`config.mk`:
```
export PLATFORM = sky130hd
export DESIGN_NAME = alu_issue_ctrl
export DESIGN_NICKNAME = d
export VERILOG_FILES = /design/src/rtl/alu_issue_ctrl.sv
export SDC_FILE = /design/constraint.sdc
export NUM_CORES = 1
export LEC_CHECK = 0
export ABC_AREA = 1
export CAP_MARGIN = 20
export CORE_AREA = 4 4 68 70
export DETAILED_ROUTE_END_ITERATION = 8
export DIE_AREA = 0 0 72 74
export PLACE_DENSITY_LB_ADDON = 0.25
export SYNTH_ARGS = -nofsm -noshare
export SYNTH_HDL_FRONTEND = slang
export SYNTH_SLANG_ARGS = --single-unit
export TNS_END_PERCENT = 5
```
`constraint.sdc`:
```
create_clock -name clk -period 1.6 [get_ports clk]
set_input_delay 0.32 -clock clk [delete_from_list [all_inputs] [get_ports clk]]
set_output_delay 0.32 -clock clk [all_outputs]
set_load 0.01 [all_outputs]
```
`src/rtl/alu_issue_ctrl.sv`:
```
// alu_issue_ctrl: issues register-file operands to a combinational ALU, writes back the result
// and returns it with the ALU flags over a valid/ready response channel.
module alu_issue_ctrl #(
    parameter int WIDTH = 2,
    parameter int NREGS = 4,
    parameter int SEL_W = 4,
    parameter int CNT_W = 8,
    localparam int RA_W = $clog2(NREGS),
    localparam int IW = SEL_W + 3 * RA_W
) (
    input  logic             clk,
    input  logic             rst,
    input  logic             instr_valid,
    output logic             instr_ready,
    input  logic [IW-1:0]    instr,
    input  logic             reg_we,
    input  logic [RA_W-1:0]  reg_waddr,
    input  logic [WIDTH-1:0] reg_wdata,
    output logic [WIDTH-1:0] alu_a,
    output logic [WIDTH-1:0] alu_b,
    output logic [SEL_W-1:0] alu_sel,
    input  logic [WIDTH-1:0] alu_out,
    input  logic             alu_zero,
    input  logic             alu_carry,
    input  logic             alu_overflow,
    input  logic             alu_error,
    output logic             rsp_valid,
    input  logic             rsp_ready,
    output logic [WIDTH-1:0] rsp_result,
    output logic [3:0]       rsp_flags,
    output logic [CNT_W-1:0] ops_done
);
    localparam logic [1:0] IDLE = 2'd0, EXEC = 2'd1, RESP = 2'd2;

    logic [1:0]       state_q, state_d;
    logic [WIDTH-1:0] regs_q [NREGS];
    logic [WIDTH-1:0] regs_d [NREGS];
    logic [RA_W-1:0]  rd_q, rd_d;
    logic [WIDTH-1:0] a_q, a_d, b_q, b_d, res_q, res_d;
    logic [SEL_W-1:0] sel_q, sel_d;
    logic             rv_q, rv_d;
    logic [3:0]       fl_q, fl_d;
    logic [CNT_W-1:0] ops_q, ops_d;

    logic [SEL_W-1:0] i_sel;
    logic [RA_W-1:0]  i_rd, i_rs1, i_rs2;

    assign i_sel = instr[IW-1 -: SEL_W];
    assign i_rd  = instr[3*RA_W-1 -: RA_W];
    assign i_rs1 = instr[2*RA_W-1 -: RA_W];
    assign i_rs2 = instr[RA_W-1:0];

    assign instr_ready = (state_q == IDLE);
    assign alu_a       = a_q;
    assign alu_b       = b_q;
    assign alu_sel     = sel_q;
    assign rsp_valid   = rv_q;
    assign rsp_result  = res_q;
    assign rsp_flags   = fl_q;
    assign ops_done    = ops_q;

    // Operands are read from regs_q, so a host write on the accept edge is not visible to them.
    always_comb begin
        state_d = state_q;
        regs_d  = regs_q;
        rd_d    = rd_q;
        a_d     = a_q;
        b_d     = b_q;
        sel_d   = sel_q;
        rv_d    = rv_q;
        res_d   = res_q;
        fl_d    = fl_q;
        ops_d   = ops_q;
        if (state_q == IDLE) begin
            if (instr_valid) begin
                a_d     = regs_q[i_rs1];
                b_d     = regs_q[i_rs2];
                sel_d   = i_sel;
                rd_d    = i_rd;
                state_d = EXEC;
            end
            if (reg_we) regs_d[reg_waddr] = reg_wdata;
        end else if (state_q == EXEC) begin
            res_d   = alu_out;
            fl_d    = {alu_error, alu_overflow, alu_carry, alu_zero};
            rv_d    = 1'b1;
            state_d = RESP;
            if (!alu_error) regs_d[rd_q] = alu_out;
        end else if (rsp_ready) begin
            rv_d    = 1'b0;
            ops_d   = ops_q + 1'b1;
            state_d = IDLE;
        end
    end

    always_ff @(posedge clk or posedge rst) begin
        if (rst) begin
            state_q <= IDLE;
            regs_q  <= '{default: '0};
            rd_q    <= '0;
            a_q     <= '0;
            b_q     <= '0;
            sel_q   <= '0;
            rv_q    <= 1'b0;
            res_q   <= '0;
            fl_q    <= '0;
            ops_q   <= '0;
        end else begin
            state_q <= state_d;
            regs_q  <= regs_d;
            rd_q    <= rd_d;
            a_q     <= a_d;
            b_q     <= b_d;
            sel_q   <= sel_d;
            rv_q    <= rv_d;
            res_q   <= res_d;
            fl_q    <= fl_d;
            ops_q   <= ops_d;
        end
    end
endmodule
```
==> results of run 1 <==
power by group through the flow:
stage          clock, W  sequential (W)  combinational, W
2_1_floorplan         0         0.00160           0.00112
3_3_place_gp          0         0.00152           0.00191
3_5_place_dp          0         0.00152           0.00194
4_1_cts        0.000768         0.00152           0.00193
5_1_grt        0.000812         0.00156           0.00216
6_report       0.000742         0.00151           0.00193
through the flow:
stage	total power [W]	hold WS, ns	area, sq um	util	cells
global placement	0.00343	0.465	2410	0.607	340
floorplan	0.00272	0.417	1880	-	241
global route	0.00453	0.332	2540	0.639	349
finish	0.00418	0.333	2540	0.639	349
detailed placement	0.00346	0.467	2410	0.607	340
CTS	0.00421	0.321	2510	0.633	347
worst max path at each step:
stage | start | to | slack (ns) | cells after the start
2_1_floorplan | state_q[0] | regs_q[6] | 0.40 | 7
3_3_place_gp | reg_waddr[0] | regs_q[5] | 0.1 | 8
3_5_place_dp | reg_waddr[0] | regs_q[5] | 0.07 | 8
4_1_cts | ops_done[0] | ops_done[0] | 0.003 | 1
5_1_grt | ops_done[0] | ops_done[0] | 0.007 | 1
6_report | ops_done[0] | ops_done[0] | 0.05 | 1
logic make-up after synthesis:
group                      count (synthesis)  share of synthesized area
adders and majority gates                  1                    0.00667
and+or+nand+nor                          150                      0.347
muxes                                      6                     0.0360
DFF                                       35                      0.467
xor gates and xnor gates                   4                     0.0187
buffers and inverters                     36                     0.0881
AOI/OAI and AO/OA                          9                     0.0367
flip-flops by register name (all words and copies together) (netlist names), 4 cells and up:
name       cells
regs_q         8
alu_sel        4
rsp_flags      4
ops_done       8
per-layer routing:
metal / wire length (um) / track usage / vias up
li1: - / - / 870
met1: 1700 / 0.198 / 748
met2: 1980 / 0.286 / 41
met3: 196 / 0.0446 / 6
met4: 55 / 0.0501 / 0
met5: 0 / 0 / -
repair_timing:
action | 4_1_cts | 5_1_grt
gates resized for setup | 3 | 4
setup endpoints to repair | 2 | 5
setup buffers | 0 | 2
Yosys cell counts, drive strengths merged:
cell type,number,area (sq um)
a21oi,1,5.00
buf,4,45.0
mux2,6,67.6
xnor2,2,17.5
nor2,11,51.3
o31ai,1,7.51
inv,32,120
nand2,106,433
o211ai,4,30.0
o21ai,3,26.3
xor2,2,17.5
nand4,1,6.26
dfrtp,35,876
ha,1,12.5
nand3,32,160
area by class of cell:
type	count	area share
inverters	32	0.0473
well taps	50	0.0247
multi-input cells	170	0.329
clock inverters	1	0.0118
repair buffers	55	0.213
clock buffers	6	0.0286
flip-flops and latches	35	0.346
==> results.json, run 1 <==
{
  "diodes": 0,
  "status": "complete, no violations",
  "die_x_um": 72,
  "seqCellArea_sq_um": 877,
  "crit_arrival_ns": 1.23,
  "grt_max_degree": 28,
  "reg2reg_slack_ns": 0.22,
  "netlist-cell-type-count": 21,
  "ioPinCount": 49,
  "cp-end-kind": "output pin",
  "slowest_stage": "clkdlybuf4s50_1",
  "grt_pass1_wl_um": 6830,
  "power_frac_seq": 0.360,
  "crit_chain": "clkdlybuf4s50_1",
  "cp.buffers_inverters": 1,
  "final_common_cell": "nand2_1",
  "overflow": 0,
  "critPathMaxFanout": 3,
  "ys_warn_count": 0,
  "syn_area_sq_um": 1880,
  "p_leak_nw": 1.37,
  "dp_hpwl_um": 2970,
  "core-area_sq_um": 3970,
  "hold_path_class": "input pin to asynchronous set/reset pin",
  "clock-root-buffer": "clkbuf_8",
  "track_usage": 0.163,
  "n_fill_cell": 376,
  "clock_sinks": 35,
  "power_frac_comb": 0.462,
  "period_share": 0.967,
  "skew_ns": 0.00807,
  "finalSetupTns_ns": 0,
  "ys_seq_area_frac": 0.467,
  "cpPeakStageDelay_ns": 0.55,
  "port-buffer-count": 48,
  "vias": 1665,
  "tritoncts.num_buffers": 5,
  "p_per_area_nw_per_um2": 1650,
  "critPathKind": "flop to output pin",
  "syn_nets": 267,
  "routabilityCongestion": 0.849,
  "cts_tree": "done",
  "tightest_slew_ns": 0.338,
  "dieHeight_um": 74,
  "antenna_found_initial": 0,
  "setup_viol": 0,
  "finalWirelength_um": 3930,
  "first_pass_iters": 4,
  "max-slew-margin-rel": 0.774,
  "ir_drop_mv": 1.02,
  "finalNetCount": 325,
  "place_ws_ns": 0.0676,
  "drt_iter0_markers": 52,
  "drv_cap": 0,
  "crit_path_start_kind": "flop",
  "cts.clk_slew.worst_paths_ns": 0.07,
  "min_period_ns": 1.55,
  "cts_hold_buf": 0,
  "syn_avg_cell_area_sq_um": 7.78,
  "fmax_ghz": 0.646,
  "switching_share": 0.371,
  "multi_input_area_sq_um": 835,
  "r2r_cells": 7,
  "r2r-start": "state_q[0]",
  "vias_per_cell": 4.77,
  "critical-path-top-delay-family": "buffers and inverters",
  "ant_nets": 0,
  "initial_core_util": 0.472,
  "critPathRequiredTime_ns": 1.28,
  "setup_slack_ns": 0.0524,
  "area_growth_pct": 35.3,
  "final_cell_mix": "98 x nand2_1, 42 x clkdlybuf4s50_1, 34 x dfrtp_1",
  "num_rows": 23,
  "drc": 0,
  "clockBufferDepth": 2,
  "drv_slew": 0,
  "intPower_w": 0.00263,
  "die-area_sq_um": 5330,
  "clkPwrFrac": 0.177,
  "grt_pass1_vias": 1583,
  "wl_per_cell_um": 11.3,
  "rr_endpoint": "regs_q[4]",
  "syn_inst": 241,
  "clk_latency_ns": 0.28,
  "p_switching_w": 0.00155,
  "drive_above_1_share": 0.114,
  "final_hold_viol_count": 0,
  "rsz0062_at_grt": "no",
  "cts_max_level": 2,
  "synth.ff_latch_count": 35
}
Note: power is estimated with default switching activity, not from simulation.
==> run 2: changes to the inputs <==
--- a/config.mk
+++ b/config.mk
@@ -8,6 +8,7 @@
 export ABC_AREA = 1
 export CAP_MARGIN = 20
 export CORE_AREA = 4 4 68 70
+export CTS_CLUSTER_SIZE = 25
 export DETAILED_ROUTE_END_ITERATION = 8
 export DIE_AREA = 0 0 72 74
 export PLACE_DENSITY_LB_ADDON = 0.25
==> results of run 2 <==
The final DEF is identical to that of run 1; final timing and power are the same.
==> run 3: changes to the inputs <==
--- a/config.mk
+++ b/config.mk
@@ -7,10 +7,10 @@
 export LEC_CHECK = 0
 export ABC_AREA = 1
 export CAP_MARGIN = 20
-export CORE_AREA = 4 4 68 70
+export CORE_AREA = 4 4 66 68
 export CTS_CLUSTER_SIZE = 25
 export DETAILED_ROUTE_END_ITERATION = 8
-export DIE_AREA = 0 0 72 74
+export DIE_AREA = 0 0 70 72
 export PLACE_DENSITY_LB_ADDON = 0.25
 export SYNTH_ARGS = -nofsm -noshare
 export SYNTH_HDL_FRONTEND = slang
==> constraint.sdc (replaced) <==
create_clock -name clk -period 1.9 [get_ports clk]
set_input_delay 0.38 -clock clk [delete_from_list [all_inputs] [get_ports clk]]
set_output_delay 0.38 -clock clk [all_outputs]
set_load 0.01 [all_outputs]
==> run 3 against run 2 <==
- wire length decreased by 0.31%
- clock skew decreased by 0.00060 ns
- power decreased by 15%
- core utilization increased by 0.97 points
- via count decreased by 1.7%
- flip-flop and latch count unchanged
==> results.json, run 3 (synthesis results as in run 1) <==
{
  "status": "complete, no violations",
  "grt_pass1_wl_um": 6750,
  "drv_slew": 0,
  "tightest_slew_ns": 0.420,
  "setup_viol": 0,
  "cts_max_level": 2,
  "vias": 1636,
  "critPathRequiredTime_ns": 1.52,
  "final_common_cell": "nand2_1",
  "multi_input_area_sq_um": 835,
  "port-buffer-count": 48,
  "cp.buffers_inverters": 1,
  "critPathMaxFanout": 3,
  "place_ws_ns": 0.309,
  "slowest_stage": "clkdlybuf4s50_1",
  "tritoncts.num_buffers": 5,
  "skew_ns": 0.00747,
  "vias_per_cell": 4.74,
  "drive_above_1_share": 0.102,
  "cts_hold_buf": 0,
  "ioPinCount": 49,
  "area_growth_pct": 33.4,
  "finalWirelength_um": 3920,
  "dieHeight_um": 72,
  "antenna_found_initial": 0,
  "initial_core_util": 0.486,
  "setup_slack_ns": 0.0929,
  "clock-root-buffer": "clkbuf_8",
  "first_pass_iters": 4,
  "dp_hpwl_um": 3010,
  "critical-path-top-delay-family": "buffers and inverters",
  "num_rows": 23,
  "n_fill_cell": 347,
  "cts_setup_buffers": 0,
  "die_x_um": 70,
  "crit_arrival_ns": 1.43,
  "seqCellArea_sq_um": 876,
  "finalNetCount": 320,
  "p_leak_nw": 1.31,
  "overflow": 0,
  "ir_drop_mv": 0.945,
  "clockBufferDepth": 2,
  "r2r_cells": 7,
  "cts_resized": 0,
  "cts_tree": "done",
  "min_period_ns": 1.81,
  "rsz0062_at_grt": "no",
  "instances_no_fill": 345,
  "final_core_util": 0.649,
  "routabilityCongestion": 0.797,
  "ant_nets": 0,
  "period_share": 0.951,
  "track_usage": 0.167,
  "clk_latency_ns": 0.29,
  "finalSetupTns_ns": 0,
  "diodes": 0,
  "cpPeakStageDelay_ns": 0.54,
  "grt_pass1_vias": 1639,
  "p_per_area_nw_per_um2": 1420,
  "final_hold_viol_count": 0,
  "crit_chain": "nor2_4, clkdlybuf4s50_1",
  "cp.depth": 2,
  "cts.clk_slew.worst_paths_ns": 0.07,
  "drv_cap": 0,
  "fmax_ghz": 0.553,
  "clock_sinks": 35,
  "fin_worst_hold_slack_ns": 0.479,
  "wl_per_cell_um": 11.4,
  "cp-end-kind": "output pin",
  "max-slew-margin-rel": 0.720,
  "core-area_sq_um": 3860,
  "drc": 0,
  "crit_path_start_kind": "flop",
  "dp_cells": 337,
  "drt_iter0_markers": 72,
  "grt_max_degree": 36,
  "final_cell_mix": "98 x nand2_1, 48 x clkdlybuf4s50_1, 35 x dfrtp_1",
  "hold_path_class": "input pin to asynchronous set/reset pin",
  "critPathKind": "flop to output pin",
  "die-area_sq_um": 5040
}
==> run 3: layer usage <==
metal,GRT usage,routed length (um),part of all wire,up-vias
met1,0.181,1700,0.43,737
met4,0.0681,55,0.014,0
li1,-,-,-,859
met5,0,0,0,-
met3,0.0471,172,0.044,5
met2,0.307,1990,0.51,35
==> run 3: cell type report <==
type | count | share of cell area
clock inverters | 3 | 0.0175
multi-input cells | 170 | 0.334
repair buffers | 50 | 0.198
clock buffers | 5 | 0.0275
well taps | 50 | 0.0250
inverters | 32 | 0.0480
flip-flops and latches | 35 | 0.350
==> run 3: tightest hold or removal path: stages <==
cell,delay [ns]
clkdlybuf4s50_1,0.40
inv_1,0.05
buf_4,0.37
==> run 3: path summary, 6_finish.rpt <==
kind / startpoint / slack (ns) / end
worst max-delay path: state_q[0] / 0.09 / instr_ready
worst min-delay path: rst / 0.48 / ops_done[4]
worst max register to register: state_q[0] / 0.51 / regs_q[5]
worst min register to register: alu_sel[1] / 0.48 / alu_sel[1]
max in group asynchronous: rst / 1.12 / regs_q[2]
min in group clk: alu_sel[1] / 0.48 / alu_sel[1]
==> run 3: metrics by stage <==
| stage | power [W] | cell area, sq um |
|---|---|---|
| CTS | 0.00360 | 2500 |
| global route | 0.00383 | 2500 |
| detailed placement | 0.00292 | 2390 |
| floorplan | 0.00229 | 1880 |
| finish | 0.00355 | 2500 |
| global placement | 0.00288 | 2390 |
==> run 3: where the power goes <==
group | internal [W] | switching (W) | total [W] | leakage [nW]
Combinational | 0.000770 | 0.000837 | 0.00161 | 0.821
Clock | 0.000390 | 0.000277 | 0.000667 | 0.0581
Sequential | 0.00104 | 0.000232 | 0.00128 | 0.430
